`config.mk`:
```
export PLATFORM = sky130hd
export DESIGN_NAME = mem_port_arbiter
export DESIGN_NICKNAME = d
export VERILOG_FILES = /design/src/rtl/mem_port_arbiter.sv
export SDC_FILE = /design/constraint.sdc
export NUM_CORES = 1
export LEC_CHECK = 0
export ABC_CLOCK_PERIOD_IN_PS = 8600
export CAP_MARGIN = 10
export CORE_AREA = 2 2 115 117
export DETAILED_ROUTE_END_ITERATION = 12
export DIE_AREA = 0 0 117 119
export GPL_ROUTABILITY_DRIVEN = 0
export GPL_TIMING_DRIVEN = 1
export PLACE_DENSITY = 0.81
export SETUP_SLACK_MARGIN = 0.2
export SYNTH_ARGS = -nofsm -noshare
export SYNTH_HDL_FRONTEND = slang
export SYNTH_SLANG_ARGS = --single-unit
```
`constraint.sdc`:
```
create_clock -name clock -period 8.6 [get_ports clock]
set_clock_uncertainty 0.2 [all_clocks]
set_input_delay 1.29 -clock clock [delete_from_list [all_inputs] [get_ports clock]]
set_output_delay 1.29 -clock clock [all_outputs]
set_load 0.05 [all_outputs]
```
`src/rtl/mem_port_arbiter.sv`:
```
`default_nettype none
// ============================================================================
// Module   : mem_port_arbiter
// Brief    : Lets NUM_REQ valid/ready requesters share one single-ported
//            memory. Grant is fixed-priority or round-robin (RR_MODE).
//            Memory-side strobes are registered, and an ID pipeline routes
//            each read response back to the requester that issued it.
// Options  : ARB_STATS_EN - per-requester saturating 16-bit stall counters.
// Revision : 1.0 - initial release
// ============================================================================
module mem_port_arbiter #(
    parameter int NUM_REQ = 2,
    parameter int ADDR_W  = 32,
    parameter int DATA_W  = 32,
    parameter int MEM_LAT = 1,
    parameter int RR_MODE = 0
) (
    input  logic                      clock,
    input  logic                      reset,
    input  logic [NUM_REQ-1:0]        req_valid,
    input  logic [NUM_REQ-1:0]        req_write,
    input  logic [NUM_REQ*ADDR_W-1:0] req_addr,
    input  logic [NUM_REQ*DATA_W-1:0] req_wdata,
    output logic [NUM_REQ-1:0]        req_ready,
    output logic [NUM_REQ-1:0]        rsp_valid,
    output logic [DATA_W-1:0]         rsp_rdata,
    output logic [ADDR_W-1:0]         mem_addr,
    output logic [DATA_W-1:0]         mem_wdata,
    output logic                      mem_read,
    output logic                      mem_write,
    input  logic [DATA_W-1:0]         mem_rdata,
    output logic [NUM_REQ*16-1:0]     stall_cnt
);

    // ID width stays at least one bit so a single-requester build is legal
    localparam int c_id_w = (NUM_REQ > 1) ? $clog2(NUM_REQ) : 1;
    localparam logic [c_id_w-1:0] c_last_id = c_id_w'(NUM_REQ - 1);

    logic [NUM_REQ-1:0] w_mask;
    logic [NUM_REQ-1:0] w_masked;
    logic [NUM_REQ-1:0] w_pick;
    logic [NUM_REQ-1:0] w_grant;
    logic [c_id_w-1:0]  w_win_id;
    logic               w_sel_write;
    logic [ADDR_W-1:0]  w_sel_addr;
    logic [DATA_W-1:0]  w_sel_wdata;
    logic               w_hs;

    logic [c_id_w-1:0]  r_rr_ptr;
    logic [c_id_w-1:0]  r_issue_id;
    logic [MEM_LAT-1:0] r_pipe_v;
    logic [c_id_w-1:0]  r_pipe_id [MEM_LAT];

    // Grant: lowest set bit at or above the pointer, else lowest set bit overall.
    // In fixed mode the mask is all ones, giving plain lowest-index priority.
    always_comb begin
        w_mask = '1;
        for (int i = 0; i < NUM_REQ; i++) begin
            w_mask[i] = (RR_MODE == 0) || (i >= int'(r_rr_ptr));
        end
        w_masked = req_valid & w_mask;
        w_pick   = (|w_masked) ? w_masked : req_valid;
        w_grant  = w_pick & (~w_pick + NUM_REQ'(1));
    end

    assign req_ready = w_grant;
    assign w_hs      = |w_grant;

    // Encode the winner and mux its request fields
    always_comb begin
        w_win_id    = '0;
        w_sel_write = 1'b0;
        w_sel_addr  = '0;
        w_sel_wdata = '0;
        for (int i = 0; i < NUM_REQ; i++) begin
            if (w_grant[i]) begin
                w_win_id    = c_id_w'(i);
                w_sel_write = req_write[i];
                w_sel_addr  = req_addr[i*ADDR_W +: ADDR_W];
                w_sel_wdata = req_wdata[i*DATA_W +: DATA_W];
            end
        end
    end

    // Round-robin pointer moves just past the winner on every grant
    always_ff @(posedge clock or posedge reset) begin
        if (reset) begin
            r_rr_ptr <= '0;
        end else if (w_hs) begin
            r_rr_ptr <= (w_win_id == c_last_id) ? '0 : w_win_id + c_id_w'(1);
        end
    end

    // Register the accepted request onto the memory port; strobes last one cycle
    always_ff @(posedge clock or posedge reset) begin
        if (reset) begin
            mem_addr   <= '0;
            mem_wdata  <= '0;
            mem_read   <= 1'b0;
            mem_write  <= 1'b0;
            r_issue_id <= '0;
        end else begin
            mem_read  <= w_hs & ~w_sel_write;
            mem_write <= w_hs & w_sel_write;
            if (w_hs) begin
                mem_addr   <= w_sel_addr;
                mem_wdata  <= w_sel_wdata;
                r_issue_id <= w_win_id;
            end
        end
    end

    // Tag pipeline: entry follows mem_read so the tail lines up with mem_rdata
    always_ff @(posedge clock or posedge reset) begin
        if (reset) begin
            r_pipe_v <= '0;
            for (int s = 0; s < MEM_LAT; s++) begin
                r_pipe_id[s] <= '0;
            end
        end else begin
            r_pipe_v[0]  <= mem_read;
            r_pipe_id[0] <= r_issue_id;
            for (int s = 1; s < MEM_LAT; s++) begin
                r_pipe_v[s]  <= r_pipe_v[s-1];
                r_pipe_id[s] <= r_pipe_id[s-1];
            end
        end
    end

    // Capture returning read data and strobe the owning requester
    always_ff @(posedge clock or posedge reset) begin
        if (reset) begin
            rsp_valid <= '0;
            rsp_rdata <= '0;
        end else if (r_pipe_v[MEM_LAT-1]) begin
            rsp_valid <= NUM_REQ'(1) << r_pipe_id[MEM_LAT-1];
            rsp_rdata <= mem_rdata;
        end else begin
            rsp_valid <= '0;
        end
    end

`ifdef ARB_STATS_EN
    generate
        for (genvar g = 0; g < NUM_REQ; g++) begin : g_stats
            logic [15:0] r_cnt;

            // Count cycles spent waiting, saturating at all ones
            always_ff @(posedge clock or posedge reset) begin
                if (reset) begin
                    r_cnt <= '0;
                end else if (req_valid[g] && !req_ready[g] && (r_cnt != 16'hFFFF)) begin
                    r_cnt <= r_cnt + 16'd1;
                end
            end

            assign stall_cnt[g*16 +: 16] = r_cnt;
        end
    endgenerate
`else
    assign stall_cnt = '0;
`endif

endmodule
`default_nettype wire

```
==> impl_results.md <==
- GRT Residual Overflow: 0
- Status: completed
- Slowest cell on crit path: clkdlybuf4s50_1
- Clock root buffer: clkbuf_16
- EDFF count, synth: 0
- CTS H-tree lvls: 3
- Filler Cell Count: 1079
- Largest net degree at the start of global routing: 71
- Final setup viols: 0
- Vias in the first global route: 4006
- Post-synthesis sequential area ratio: 55.2%
- Met2 GRT Util: 33.2%
- Gr usage total: 18.4%
- DRT iter0 DRCs: 135
- Post-route cell area: 7540 µm²
- Maxcap violations: 0
- First-pass GRT wire length: 19800 µm
- Yosys cell types: 17
- Synth cell count leaders: 103 x dfrtp_1, 64 x mux2i_1, 64 x nand2_1, 64 x o21ai_1, 40 x buf_4
- Detailed Route WL: 13000 µm
- Die Ht: 119 µm
- VDD IR max: 0.114 mV
- Top-area cell type share of the netlist area: 55.2%
- Worst EP arrival: 2.80 ns
- Pins Over Slew Limit: 0
- Die ar.: 13900 µm²
- Flip-flop and latch area: 2580 µm²
- Row count: 42
- Post CTS Setup Buffer Count: 0
- WP data required: 7.11 ns
- Clock sinks: 103
- Final worst slack: 4.31 ns
- Vias after detailed routing: 3797
- CTS tree: yes
- Leak Pwr: 0.00331 µW
- DRT antenna net count: 0
- Area of the multi-input gates: 1730 µm²
- Crit. End Element: output pin
- Area leader, netlist: dfrtp_1
- Worst r2r src: r_pipe_v$_DFF_PP0_
- Yosys warnings: 0
- Pre-CTS setup slack: 4.28 ns
- Final nets: 817
- Worst Hold Class: reg -> reg
- Final Critical Period: 4.29 ns
- Synth top area cells: dfrtp_1 55%, mux2i_1 14%, o21ai_1 6.9%, mux2_1 6.8%, buf_4 6.4%
- Core area: 12900 µm²
- Initial antenna violation count: 0
- Top Usage Layer GRT: met2
- Final clock period utilization by the worst path: 49.9%
- Post-DP Area: 7240 µm²
- DR DRC count: 0
- FMAX: 233 MHz
- Final HPWL from detailed placement: 10100 µm
- CP max FO: 33
- Top_reg_cell synth: dfrtp_1
- DR vias/cell: 4.56
- Share of layout cells above drive strength 1: 4.12%
- Cell Chain, Critical Path: buf_4 -> and2b_1 -> clkdlybuf4s50_1
- WL per Instance: 15.6 µm
- Diode count: 0
- PD cells: 196 nW/µm²
- WS Path Type: in -> out
- Hold_sp: r_issue_id$_DFFE_PP0P_
- # resized after CTS: 0
- Synthesized flop and latch total: 103
- Worst skew pair latency: 0.33 ns
- DRT Pass-1 Iters: 6
- Final Hold Vio Count: 0
- Clk buf depth: 2
- Cells after Synth: 398
- Clk slew on worst S/H paths: 0.08 ns
- Mapped Area: 4670 µm²
- Most numerous cell in the Yosys netlist: dfrtp_1
- I/O pin cnt: 300
- Critical Path Start Type: input pin
- Final core utilization: 58.5%
- Relative slew slack: 47.6%
- Worst-Margin Slew: 0.786 ns
- Ys async rst share: 100%
- Layout area overhead: 61.4%
- Number of CTS-inserted buffers: 9
- I/O Buffers: 267
- Avg Cell Area, Syn: 11.7 µm²
- CP Launch Point: req_valid[1]
- Fin Setup TNS: 0 ns
- Hold_buf cts: 0
- Die X: 117 µm
- GRT met3 Usage: 6.01%
- CP peak stage delay: 0.81 ns
- Unrepaired setup endpoints after global routing: no
- Initial Utilization: 36.3%
- GRT met1 Usage: 20.4%
-- critical path: cells and delay by family --
| kind | cells | cell delay, ns |
|---|---|---|
| AND/OR/NAND/NOR | 1 | 0.25 |
| buffers and inverters | 2 | 1.25 |
-- flip-flops by register name, indices dropped and copies added (netlist names) --
name	cells
mem_addr	32
mem_wdata	32
rsp_rdata	32
rsp_valid	2
mem_read	1
mem_write	1
r_issue_id	1
r_pipe_id	1
r_pipe_v	1
-- power breakdown --
part           leakage, µW  internal, µW  switching (µW)  total, µW
Sequential         0.00124           537            28.9        566
Clock             0.000143           205             193        398
Combinational      0.00193           195             314        510
-- cell families after synthesis --
group | synth area share, %
AND/OR/NAND/NOR | 5.73
other | 0.0803
buffers and inverters | 10.3
flip-flops | 55.2
AO/OA/AOI/OAI | 7.23
multiplexers | 21.4
-- layer usage --
metal | share of wire [%] | vias to the layer above
li1 | - | 1785
met1 | 38 | 1810
met2 | 51 | 190
met3 | 9.7 | 12
met4 | 1.5 | 0
met5 | 0 | -
-- layout make-up --
type | count | share of cell area, %
clock buffers | 9 | 2.99
clock inverters | 7 | 0.996
inverters | 3 | 0.183
multi-input cells | 263 | 22.9
flip-flops and latches | 103 | 34.2
well taps | 176 | 2.92
repair buffers | 271 | 35.8
-- path summary, 6_finish.rpt --
kind / to / cells after the start / slack (ns)
worst min register to register: r_pipe_id$_DFF_PP0_ / 0 / 0.18
worst max-delay path: req_ready[1] / 3 / 4.31
worst max register to register: rsp_rdata[22]$_DFFE_PP0P_ / 2 / 7.17
max in group asynchronous: rsp_rdata[0]$_DFFE_PP0P_ / 3 / 5.88
worst min-delay path: r_pipe_id$_DFF_PP0_ / 0 / 0.18
min in group asynchronous: rsp_rdata[23]$_DFFE_PP0P_ / 2 / 1.12
-- cell usage in the layout (no fill, tap or decap), drive strengths merged --
cell,n
clkdlybuf4s50,265
clkinv,3
and2,1
o21ai,64
a22o,2
mux2,32
nor2b,1
dfrtp,103
and2b,1
clkbuf,9
conb,32
inv,6
nor2,2
nand2,64
mux2i,64
clkinvlp,1
buf,6
-- through the flow --
| step | cells | hold WS [ns] | total power, µW |
|---|---|---|---|
| after CTS | 832 | 0.180 | 1490 |
| after detailed placement | 816 | 0.169 | 1090 |
| after global routing | 832 | 0.199 | 1540 |
| final | 832 | 0.181 | 1470 |
| after floorplan | 429 | 0.155 | 895 |
| after global placement | 816 | 0.165 | 1080 |
Note: power is estimated with default switching activity, not from simulation.
==> RTL change, RTL diff (config.mk and constraints unchanged) <==
Build with the macro `ARB_STATS_EN` defined.
--- a/src/rtl/mem_port_arbiter.sv
+++ b/src/rtl/mem_port_arbiter.sv
@@ -9,4 +9,6 @@
 // Revision : 1.0 - initial release
 // ============================================================================
+`define ARB_STATS_EN
+
 module mem_port_arbiter #(
     parameter int NUM_REQ = 2,
Function: changed (a bounded check fails within 4 cycles, from zero or initial values and one cycle with reset high).
==> RTL change against the original RTL <==
- cell area increased by 17%
- largest power group is now clock
- worst setup slack worse by 0.43 ns
- hold slack worse by 0.0070 ns
- highest routed layer unchanged
- routed wire length up 17%
- sequential cell count up 16
- cell count increased by 10%
- total power is 40% higher
- count of clock-buffer cells in the layout grew 14
- synthesized area up 12%
==> RTL change: results (changes against the original RTL) <==
| Metric | Value |
|---|---|
| Metal2 WL | `7.766 mm (+18%)` |
| Compound-Gate Fraction of Synth Area | `6.581% (-0.65 points)` |
| Vias after detailed routing | `4370 (+15%)` |
| Combinational cell power | `616 µW (+21%)` |
| Status | `finished, final reports clean` |
| Detailed placement HPWL | `11.34 mm (+12%)` |
| Max H-tree Level | `4 (+1)` |
| CP max stage delay | `0.89 ns (+0.08 ns)` |
| Met1 usage | `23.86% (+3.5 points)` |
| Critical Path End | `req_ready[0]` |
| All-Layer GR Usage | `21.83% (+3.4 points)` |
| Largest fanout on the critical path | `89 (+170%)` |
| Sequential share of the synthesized area | `56.75% (+1.5 points)` |
| Initial DRC Count | `242 (+79%)` |
| R2R Setup Slk | `6.48 ns (-0.69 ns)` |
| Largest net degree at the start of global routing | `90 (+27%)` |
| Layout cells sized above 1 | `10.53% (+6.4 points)` |
| Worst Path Arrival | `3.23 ns (+0.43 ns)` |
| Port Buffers | `283 (+6.0%)` |
| WL/cell | `16.63 µm (+6.5%)` |
| Num CTS Buffers | `17 (+8)` |
| NetSw | `666.8 µW (+24%)` |
| Fill count | `932 (-14%)` |
| Peak VDD IR | `125.3 µV (+9.7%)` |
| Worst reg2reg path startpoint | `g_stats[1].r_cnt[4]` |
| Post-Synth Adder-Cell Area | `0.2384% (+0.24 points)` |
| Synth area leaders | `dfrtp_1 (57%), mux2i_1 (12%), mux2_2 (6.9%)` |
| Number of global-route vias before repair | `4559 (+14%)` |
| Final net count | `895 (+9.5%)` |
| Fmax | `211.8 MHz (-9.2%)` |
| Post-synth ARST share | `100.0% (unchanged)` |
| Metal-1 WL | `5.675 mm (+15%)` |
| Leak pwr | `3.861 nW (+17%)` |
| DRT Pass-1 Iters | `4 (-2)` |
| Met2 track demand over resource | `37.97% (+4.8 points)` |
| Dpl ws | `3.877 ns (-0.4050 ns)` |
| Grt met3 use | `6.514% (+0.51 points)` |
| Crit. Startpoint | `req_valid[0]` |
| Global-route wire length before repair | `23.17 mm (+17%)` |
| FF-to-FF path depth | `4 (+2)` |
| Mux cell area share after synthesis | `19.36% (-2.1 points)` |
| Slew HR | `33.79% (-14 points)` |
| Netlist cell types | `33 (+16)` |
| Reg-to-reg endpoint | `g_stats[1].r_cnt[1]` |
| Part of the power in registers | `33.4% (-5.0 points)` |
| XOR/XNOR Fraction of Synth Area | `2.504% (+2.5 points)` |
| Metal3 WL | `1.249 mm (-1.3%)` |
| Post-synth top cells | `dfrtp_1 (119), nand2_1 (72), mux2i_1 (64), o21ai_0 (64), mux2_2 (32)` |
| Skew-Pair Late Insertion Delay | `0.41 ns (+0.08 ns)` |
==> RTL change: how the worst min path moves through the flow <==
stage | from | end | slack (ns) | cells after the start
finish | mem_read | r_pipe_v | 0.17 | 0
global route | mem_read | r_pipe_v | 0.20 | 0
CTS | mem_read | r_pipe_v | 0.18 | 0
detailed placement | mem_read | r_pipe_v | 0.17 | 0
global placement | mem_read | r_pipe_v | 0.16 | 0
floorplan | r_issue_id | r_pipe_id | 0.15 | 0
==> RTL change: per-stage QoR <==
stage	instances	cell area [µm²]	util, %	total power, mW
after floorplan	467	5304	-	1.059
after detailed placement	884	8132	63.16	1.310
after global routing	917	8790	68.27	2.134
after CTS	916	8762	68.06	2.074
final	917	8790	68.27	2.057
after global placement	884	8132	63.16	1.296
==> RTL change: final cells by class <==
type	instances	share of cell area, %
clock inverters	9	1.964
flip-flops and latches	119	33.88
repair buffers	287	32.74
multi-input cells	301	23.59
clock buffers	23	5.210
inverters	2	0.1139
well taps	176	2.505
